===== config.mk =====
export PLATFORM = sky130hd
export DESIGN_NAME = stage_sequencer
export DESIGN_NICKNAME = d
export VERILOG_FILES = /design/src/rtl/stage_sequencer.sv
export SDC_FILE = /design/constraint.sdc
export NUM_CORES = 1
export LEC_CHECK = 0
export BUFFER_PORTS_ARGS = -buffer_cell sky130_fd_sc_hd__buf_2
export CAP_MARGIN = 0
export CORE_MARGIN = 10
export CORE_UTILIZATION = 51
export DETAILED_ROUTE_END_ITERATION = 8
export GPL_TIMING_DRIVEN = 0
export HOLD_SLACK_MARGIN = 0.05
export PLACE_DENSITY_LB_ADDON = 0.12
export SYNTH_ARGS = -nofsm -noshare
export SYNTH_HDL_FRONTEND = slang
export SYNTH_SLANG_ARGS = --single-unit

===== constraint.sdc =====
create_clock -name clock -period 2.3 [get_ports clock]
set_input_delay 0.345 -clock clock [delete_from_list [all_inputs] [get_ports clock]]
set_output_delay 0.345 -clock clock [all_outputs]
set_load 0.01 [all_outputs]

===== src/rtl/stage_sequencer.sv =====
// Multi-cycle MIPS control sequencer: steps FETCH..WRITEBACK and decodes the latched
// opcode into ALU controls and datapath strobes. Every output is a registered flop.
module stage_sequencer #(
   parameter int MEM_TIMEOUT = 15,
   parameter int CNT_W       = 16
) (
   input  logic             clock,
   input  logic             reset,
   input  logic [31:0]      instr,
   input  logic             instr_valid,
   input  logic             mem_ready,
   input  logic             zero,
   output logic             instr_ack,
   output logic [2:0]       stage,
   output logic [1:0]       alu_op,
   output logic [5:0]       alu_funct,
   output logic             alu_src,
   output logic             reg_dst,
   output logic             reg_write,
   output logic             mem_read,
   output logic             mem_write,
   output logic             mem_to_reg,
   output logic             branch_taken,
   output logic             illegal,
   output logic             mem_error,
   output logic [CNT_W-1:0] retired
);

   // state        | meaning
   // ST_FETCH     | idle, waiting for instr_valid
   // ST_DECODE    | opcode classified, illegal ones abort here
   // ST_EXECUTE   | single ALU cycle
   // ST_MEMORY    | lw/sw access with timeout, or beq resolution
   // ST_WRITEBACK | one-cycle register-file write
   typedef enum logic [2:0] {
      ST_FETCH     = 3'd0,
      ST_DECODE    = 3'd1,
      ST_EXECUTE   = 3'd2,
      ST_MEMORY    = 3'd3,
      ST_WRITEBACK = 3'd4
   } stage_t;

   localparam int WAIT_W = $clog2(MEM_TIMEOUT + 1);

   localparam logic [5:0] OP_RTYPE = 6'b000000;
   localparam logic [5:0] OP_ADDI  = 6'b001000;
   localparam logic [5:0] OP_LW    = 6'b100011;
   localparam logic [5:0] OP_SW    = 6'b101011;
   localparam logic [5:0] OP_BEQ   = 6'b000100;

   stage_t            stage_q, stage_d;
   logic [31:0]       instr_q, instr_d;
   logic              instr_ack_q, instr_ack_d;
   logic [1:0]        alu_op_q, alu_op_d;
   logic [5:0]        alu_funct_q, alu_funct_d;
   logic              alu_src_q, alu_src_d;
   logic              reg_dst_q, reg_dst_d;
   logic              reg_write_q, reg_write_d;
   logic              mem_read_q, mem_read_d;
   logic              mem_write_q, mem_write_d;
   logic              mem_to_reg_q, mem_to_reg_d;
   logic              branch_taken_q, branch_taken_d;
   logic              illegal_q, illegal_d;
   logic              mem_error_q, mem_error_d;
   logic [CNT_W-1:0]  retired_q, retired_d;
   logic [WAIT_W-1:0] wait_cnt_q, wait_cnt_d;

   logic [5:0]        opcode;
   logic              is_rtype, is_addi, is_lw, is_sw, is_beq;
   logic [WAIT_W-1:0] wait_inc;
   logic              go_idle;

   always_comb begin
      opcode   = instr_q[31:26];
      is_rtype = (opcode == OP_RTYPE);
      is_addi  = (opcode == OP_ADDI);
      is_lw    = (opcode == OP_LW);
      is_sw    = (opcode == OP_SW);
      is_beq   = (opcode == OP_BEQ);
      wait_inc = wait_cnt_q + WAIT_W'(1);

      stage_d        = stage_q;
      instr_d        = instr_q;
      alu_op_d       = alu_op_q;
      alu_funct_d    = alu_funct_q;
      alu_src_d      = alu_src_q;
      reg_dst_d      = reg_dst_q;
      mem_read_d     = mem_read_q;
      mem_write_d    = mem_write_q;
      mem_to_reg_d   = mem_to_reg_q;
      retired_d      = retired_q;
      wait_cnt_d     = wait_cnt_q;
      instr_ack_d    = 1'b0;
      reg_write_d    = 1'b0;
      branch_taken_d = 1'b0;
      illegal_d      = 1'b0;
      mem_error_d    = 1'b0;
      go_idle        = 1'b0;

      case (stage_q)
         ST_FETCH: begin
            if (instr_valid) begin
               instr_d     = instr;
               instr_ack_d = 1'b1;
               stage_d     = ST_DECODE;
            end
         end
         ST_DECODE: begin
            if (is_rtype || is_addi || is_lw || is_sw || is_beq) begin
               stage_d      = ST_EXECUTE;
               alu_funct_d  = instr_q[5:0];
               alu_op_d     = is_rtype ? 2'b10 : (is_beq ? 2'b01 : 2'b00);
               alu_src_d    = is_addi || is_lw || is_sw;
               reg_dst_d    = is_rtype;
               mem_to_reg_d = is_lw;
            end else begin
               illegal_d = 1'b1;
               go_idle   = 1'b1;
            end
         end
         ST_EXECUTE: begin
            wait_cnt_d = '0;
            if (is_rtype || is_addi) begin
               stage_d     = ST_WRITEBACK;
               reg_write_d = 1'b1;
            end else begin
               stage_d     = ST_MEMORY;
               mem_read_d  = is_lw;
               mem_write_d = is_sw;
            end
         end
         ST_MEMORY: begin
            if (is_beq) begin
               branch_taken_d = zero;
               retired_d      = retired_q + CNT_W'(1);
               go_idle        = 1'b1;
            end else if (mem_ready) begin
               // completion takes priority over a timeout landing on the same cycle
               if (is_lw) begin
                  stage_d     = ST_WRITEBACK;
                  mem_read_d  = 1'b0;
                  reg_write_d = 1'b1;
               end else begin
                  retired_d = retired_q + CNT_W'(1);
                  go_idle   = 1'b1;
               end
            end else if (wait_inc == WAIT_W'(MEM_TIMEOUT)) begin
               mem_error_d = 1'b1;
               go_idle     = 1'b1;
            end else begin
               wait_cnt_d = wait_inc;
            end
         end
         ST_WRITEBACK: begin
            retired_d = retired_q + CNT_W'(1);
            go_idle   = 1'b1;
         end
         default: begin
            go_idle = 1'b1;
         end
      endcase

      if (go_idle) begin
         stage_d      = ST_FETCH;
         alu_op_d     = 2'b00;
         alu_funct_d  = 6'd0;
         alu_src_d    = 1'b0;
         reg_dst_d    = 1'b0;
         mem_read_d   = 1'b0;
         mem_write_d  = 1'b0;
         mem_to_reg_d = 1'b0;
         wait_cnt_d   = '0;
      end
   end

   always_ff @(posedge clock or posedge reset) begin
      if (reset) begin
         stage_q        <= ST_FETCH;
         instr_q        <= 32'd0;
         instr_ack_q    <= 1'b0;
         alu_op_q       <= 2'b00;
         alu_funct_q    <= 6'd0;
         alu_src_q      <= 1'b0;
         reg_dst_q      <= 1'b0;
         reg_write_q    <= 1'b0;
         mem_read_q     <= 1'b0;
         mem_write_q    <= 1'b0;
         mem_to_reg_q   <= 1'b0;
         branch_taken_q <= 1'b0;
         illegal_q      <= 1'b0;
         mem_error_q    <= 1'b0;
         retired_q      <= '0;
         wait_cnt_q     <= '0;
      end else begin
         stage_q        <= stage_d;
         instr_q        <= instr_d;
         instr_ack_q    <= instr_ack_d;
         alu_op_q       <= alu_op_d;
         alu_funct_q    <= alu_funct_d;
         alu_src_q      <= alu_src_d;
         reg_dst_q      <= reg_dst_d;
         reg_write_q    <= reg_write_d;
         mem_read_q     <= mem_read_d;
         mem_write_q    <= mem_write_d;
         mem_to_reg_q   <= mem_to_reg_d;
         branch_taken_q <= branch_taken_d;
         illegal_q      <= illegal_d;
         mem_error_q    <= mem_error_d;
         retired_q      <= retired_d;
         wait_cnt_q     <= wait_cnt_d;
      end
   end

   assign stage        = stage_q;
   assign instr_ack    = instr_ack_q;
   assign alu_op       = alu_op_q;
   assign alu_funct    = alu_funct_q;
   assign alu_src      = alu_src_q;
   assign reg_dst      = reg_dst_q;
   assign reg_write    = reg_write_q;
   assign mem_read     = mem_read_q;
   assign mem_write    = mem_write_q;
   assign mem_to_reg   = mem_to_reg_q;
   assign branch_taken = branch_taken_q;
   assign illegal      = illegal_q;
   assign mem_error    = mem_error_q;
   assign retired      = retired_q;

endmodule

==> results.toml <==
[worst_setup_path]
critical_path_required_ps = 2530
worstPathMaxFanout = 10
worstPathArrival_ps = 2380
cp-end-kind = "flop"
count_of_cells_along_the_worst_register_to_register_path = 7
r2r_end = "wait_cnt_q[3]"
startpoint = "wait_cnt_q[0]"
timing.critical_path.from_type = "flop"
setup_slack_of_the_worst_register_to_register_path_ps = 140
path_class = "flop to flop"
r2r_start = "wait_cnt_q[0]"

[timing]
post_route_fraction_of_the_period_consumed_by_the_critical_path = 0.938
hold_viol = 0
holdWs_ps = 75.8
maxClockFrequency_mhz = 464
worstMarginPinSlew_ps = 595
rsz_0062_raised_after_global_routing = "false"
slew_viol_final = 0
setup_violations = 0
max_slew_margin = 0.593
period_needed_ps = 2160
timing.setup.tns_ps = 0
worst_clock_skew_ps = 7.34

[final_layout]
fin_cells = 345
ff_latch_area_um2 = 1300
antennaDiodeCount = 0
postLayoutCoreUtil = 0.631
syn2layout_area_growth_pct = 20.8
number_of_flip_flops_under_the_largest_register_name = 16
multi_input_area_um2 = 1070
share_of_final_layout_standard_cells_stronger_than_drive_strength_1 = 0.326
fin_nets = 330
fillerInstances = 419

[hold_path]
min_path_type = "primary input to async pin"

[routing]
detailroute.via_count = 1879
drt_drc_violations_left = 0
firstDrtPassIters = 4
totalWireLength_um = 5490
routed_via_density = 5.45
final_antenna_net_count = 0
drt_iter0_markers = 139
wl_per_cell_um = 15.9

[logic_synthesis]
netlist_area_um2 = 2450
yosys.cell_types.count = 55
yosys_most_used_dff = "sky130_fd_sc_hd__dfrtp_1"
cell_count_after_synthesis = 228
synth.most_common_cell = "sky130_fd_sc_hd__dfrtp_1"
synth_async_sr_flop_share = 1.00
synth.yosys.seq_area_share = 0.531
yosys-top-cells-count = "52 x sky130_fd_sc_hd__dfrtp_1, 21 x sky130_fd_sc_hd__nand2_1, 21 x sky130_fd_sc_hd__nor2_1"
syn_area_per_cell_um2 = 10.7
ys_seq_elements = 52
netlist_top_cells_area = "sky130_fd_sc_hd__dfrtp_1 53%, sky130_fd_sc_hd__mux2_2 5.5%, sky130_fd_sc_hd__xnor2_1 3.6%"
ys_warn_count = 0
synth.net_count = 268
netlist.area_leader.share = 0.531
synth_edf_count = 0
library_cell_with_the_largest_summed_area_after_synthesis = "sky130_fd_sc_hd__dfrtp_1"

[grt]
global_route_wire_length_before_repair_um = 9070
gr-usage-all-layers = 0.148
grt_pass1_vias = 1896
grt_antenna_before_repair = 0
grt_start_max_net_pins = 29
gr-total-overflow = 0

[job]
number_of_max_cap_violations = 0

[die]
chipWidth_um = 89.3
fp.dieArea_um2 = 7980
boundaryPins = 74
initial_core_util = 0.522
std_cell_rows = 25
fp.coreArea_um2 = 4690
die_height_um = 89.3

[cts]
clock_tree.root_cell = "sky130_fd_sc_hd__clkbuf_8"
cts-buffers-inserted = 5
holdBufCountCts = 0
tritoncts = "done"
clk_buf_depth = 2
path_clk_slew_ps = 90
ctsHtreeMaxLevel = 2
cts_sinks = 52
worstSkewPairLatency_ps = 300

[placed_design]
count_of_port_buffers_added_during_placement = 53
place_inst = 336
hpwlAfterDp_um = 4030
routabilityCongestion = 0.801

[power]
max-vdd-ir-drop_v = 0.000608
pwr_per_cell_area_nw_per_um2 = 1040
leakage_nw = 1.40

[status]
status = "complete, no violations"
==> timing repair <==
action | CTS | global route
gates resized for setup | 2 | 1
setup endpoints to repair | 17 | 16
setup buffers | 0 | 2
pin swaps | 0 | 1
==> critical path: stages, from the launching register on <==
cell and delay, ps:
sky130_fd_sc_hd__dfrtp_1 450, sky130_fd_sc_hd__inv_1 70, sky130_fd_sc_hd__ha_1 210, sky130_fd_sc_hd__and4b_2 240, sky130_fd_sc_hd__or3_1 340, sky130_fd_sc_hd__buf_2 180, sky130_fd_sc_hd__or4_1 470, sky130_fd_sc_hd__a21oi_1 140
==> layer usage <==
| layer | GRT usage | vias to the layer above | part of all wire |
|---|---|---|---|
| met5 | 0 | - | 0 |
| met4 | 0.0520 | 0 | 0.013 |
| met3 | 0.0383 | 7 | 0.056 |
| met2 | 0.247 | 42 | 0.49 |
| met1 | 0.180 | 900 | 0.44 |
| li1 | - | 930 | - |
==> per-stage QoR <==
| stage | setup slack [ps] | power [mW] | area, µm² |
|---|---|---|---|
| 2_1_floorplan | 262 | 2.05 | 2450 |
| 3_3_place_gp | -136 | 2.38 | 2780 |
| 3_5_place_dp | -45.0 | 2.41 | 2800 |
| 4_1_cts | 61.9 | 3.11 | 2940 |
| 5_1_grt | 0.0178 | 3.29 | 2960 |
| 6_report | 144 | 3.07 | 2960 |
==> final cells by class <==
type / instances / area share
sequential: 52 / 0.440
multi-input combinational: 155 / 0.362
timing repair buffer: 56 / 0.101
clock buffer: 7 / 0.0325
tap: 54 / 0.0228
buffer: 8 / 0.0165
inverter: 12 / 0.0152
clock inverter: 1 / 0.0101
==> layout by cell type (no fill, tap or decap), types with 5 or more instances in the layout <==
master,netlist,layout
sky130_fd_sc_hd__inv_1,12,11
sky130_fd_sc_hd__buf_2,2,55
sky130_fd_sc_hd__dfrtp_1,52,52
sky130_fd_sc_hd__xor2_1,5,5
sky130_fd_sc_hd__nor2_1,21,21
sky130_fd_sc_hd__mux2_2,12,12
sky130_fd_sc_hd__nand2_1,21,21
sky130_fd_sc_hd__a21oi_1,15,15
sky130_fd_sc_hd__nand3_1,9,9
sky130_fd_sc_hd__clkbuf_8,0,7
sky130_fd_sc_hd__xnor2_1,10,10
sky130_fd_sc_hd__a22oi_1,6,6
==> report_power, final <==
group / total [mW] / switching [mW] / internal (mW)
sequential: 1.37 / 0.217 / 1.15
combinational: 1.03 / 0.588 / 0.439
clock: 0.678 / 0.294 / 0.384
total: 3.07 / 1.10 / 1.97
==> worst max-delay path by stage <==
| stage | end |
|---|---|
| 2_1_floorplan | instr_q[1] |
| 6_report | wait_cnt_q[3] |
| 5_1_grt | wait_cnt_q[3] |
| 3_5_place_dp | mem_to_reg |
| 4_1_cts | mem_to_reg |
| 3_3_place_gp | instr_q[2] |
==> logic make-up (layout without fill, tap and decap cells) <==
| family | count (synthesis) | in the layout | synth area share |
|---|---|---|---|
| compound gates | 43 | 43 | 0.126 |
| xor+xnor | 15 | 15 | 0.0536 |
| fa+ha+maj | 3 | 3 | 0.0153 |
| buf+inv | 21 | 84 | 0.0398 |
| flops | 52 | 52 | 0.531 |
| mux | 12 | 12 | 0.0552 |
| simple gates | 82 | 82 | 0.179 |
(Power assumes the default switching activity.)
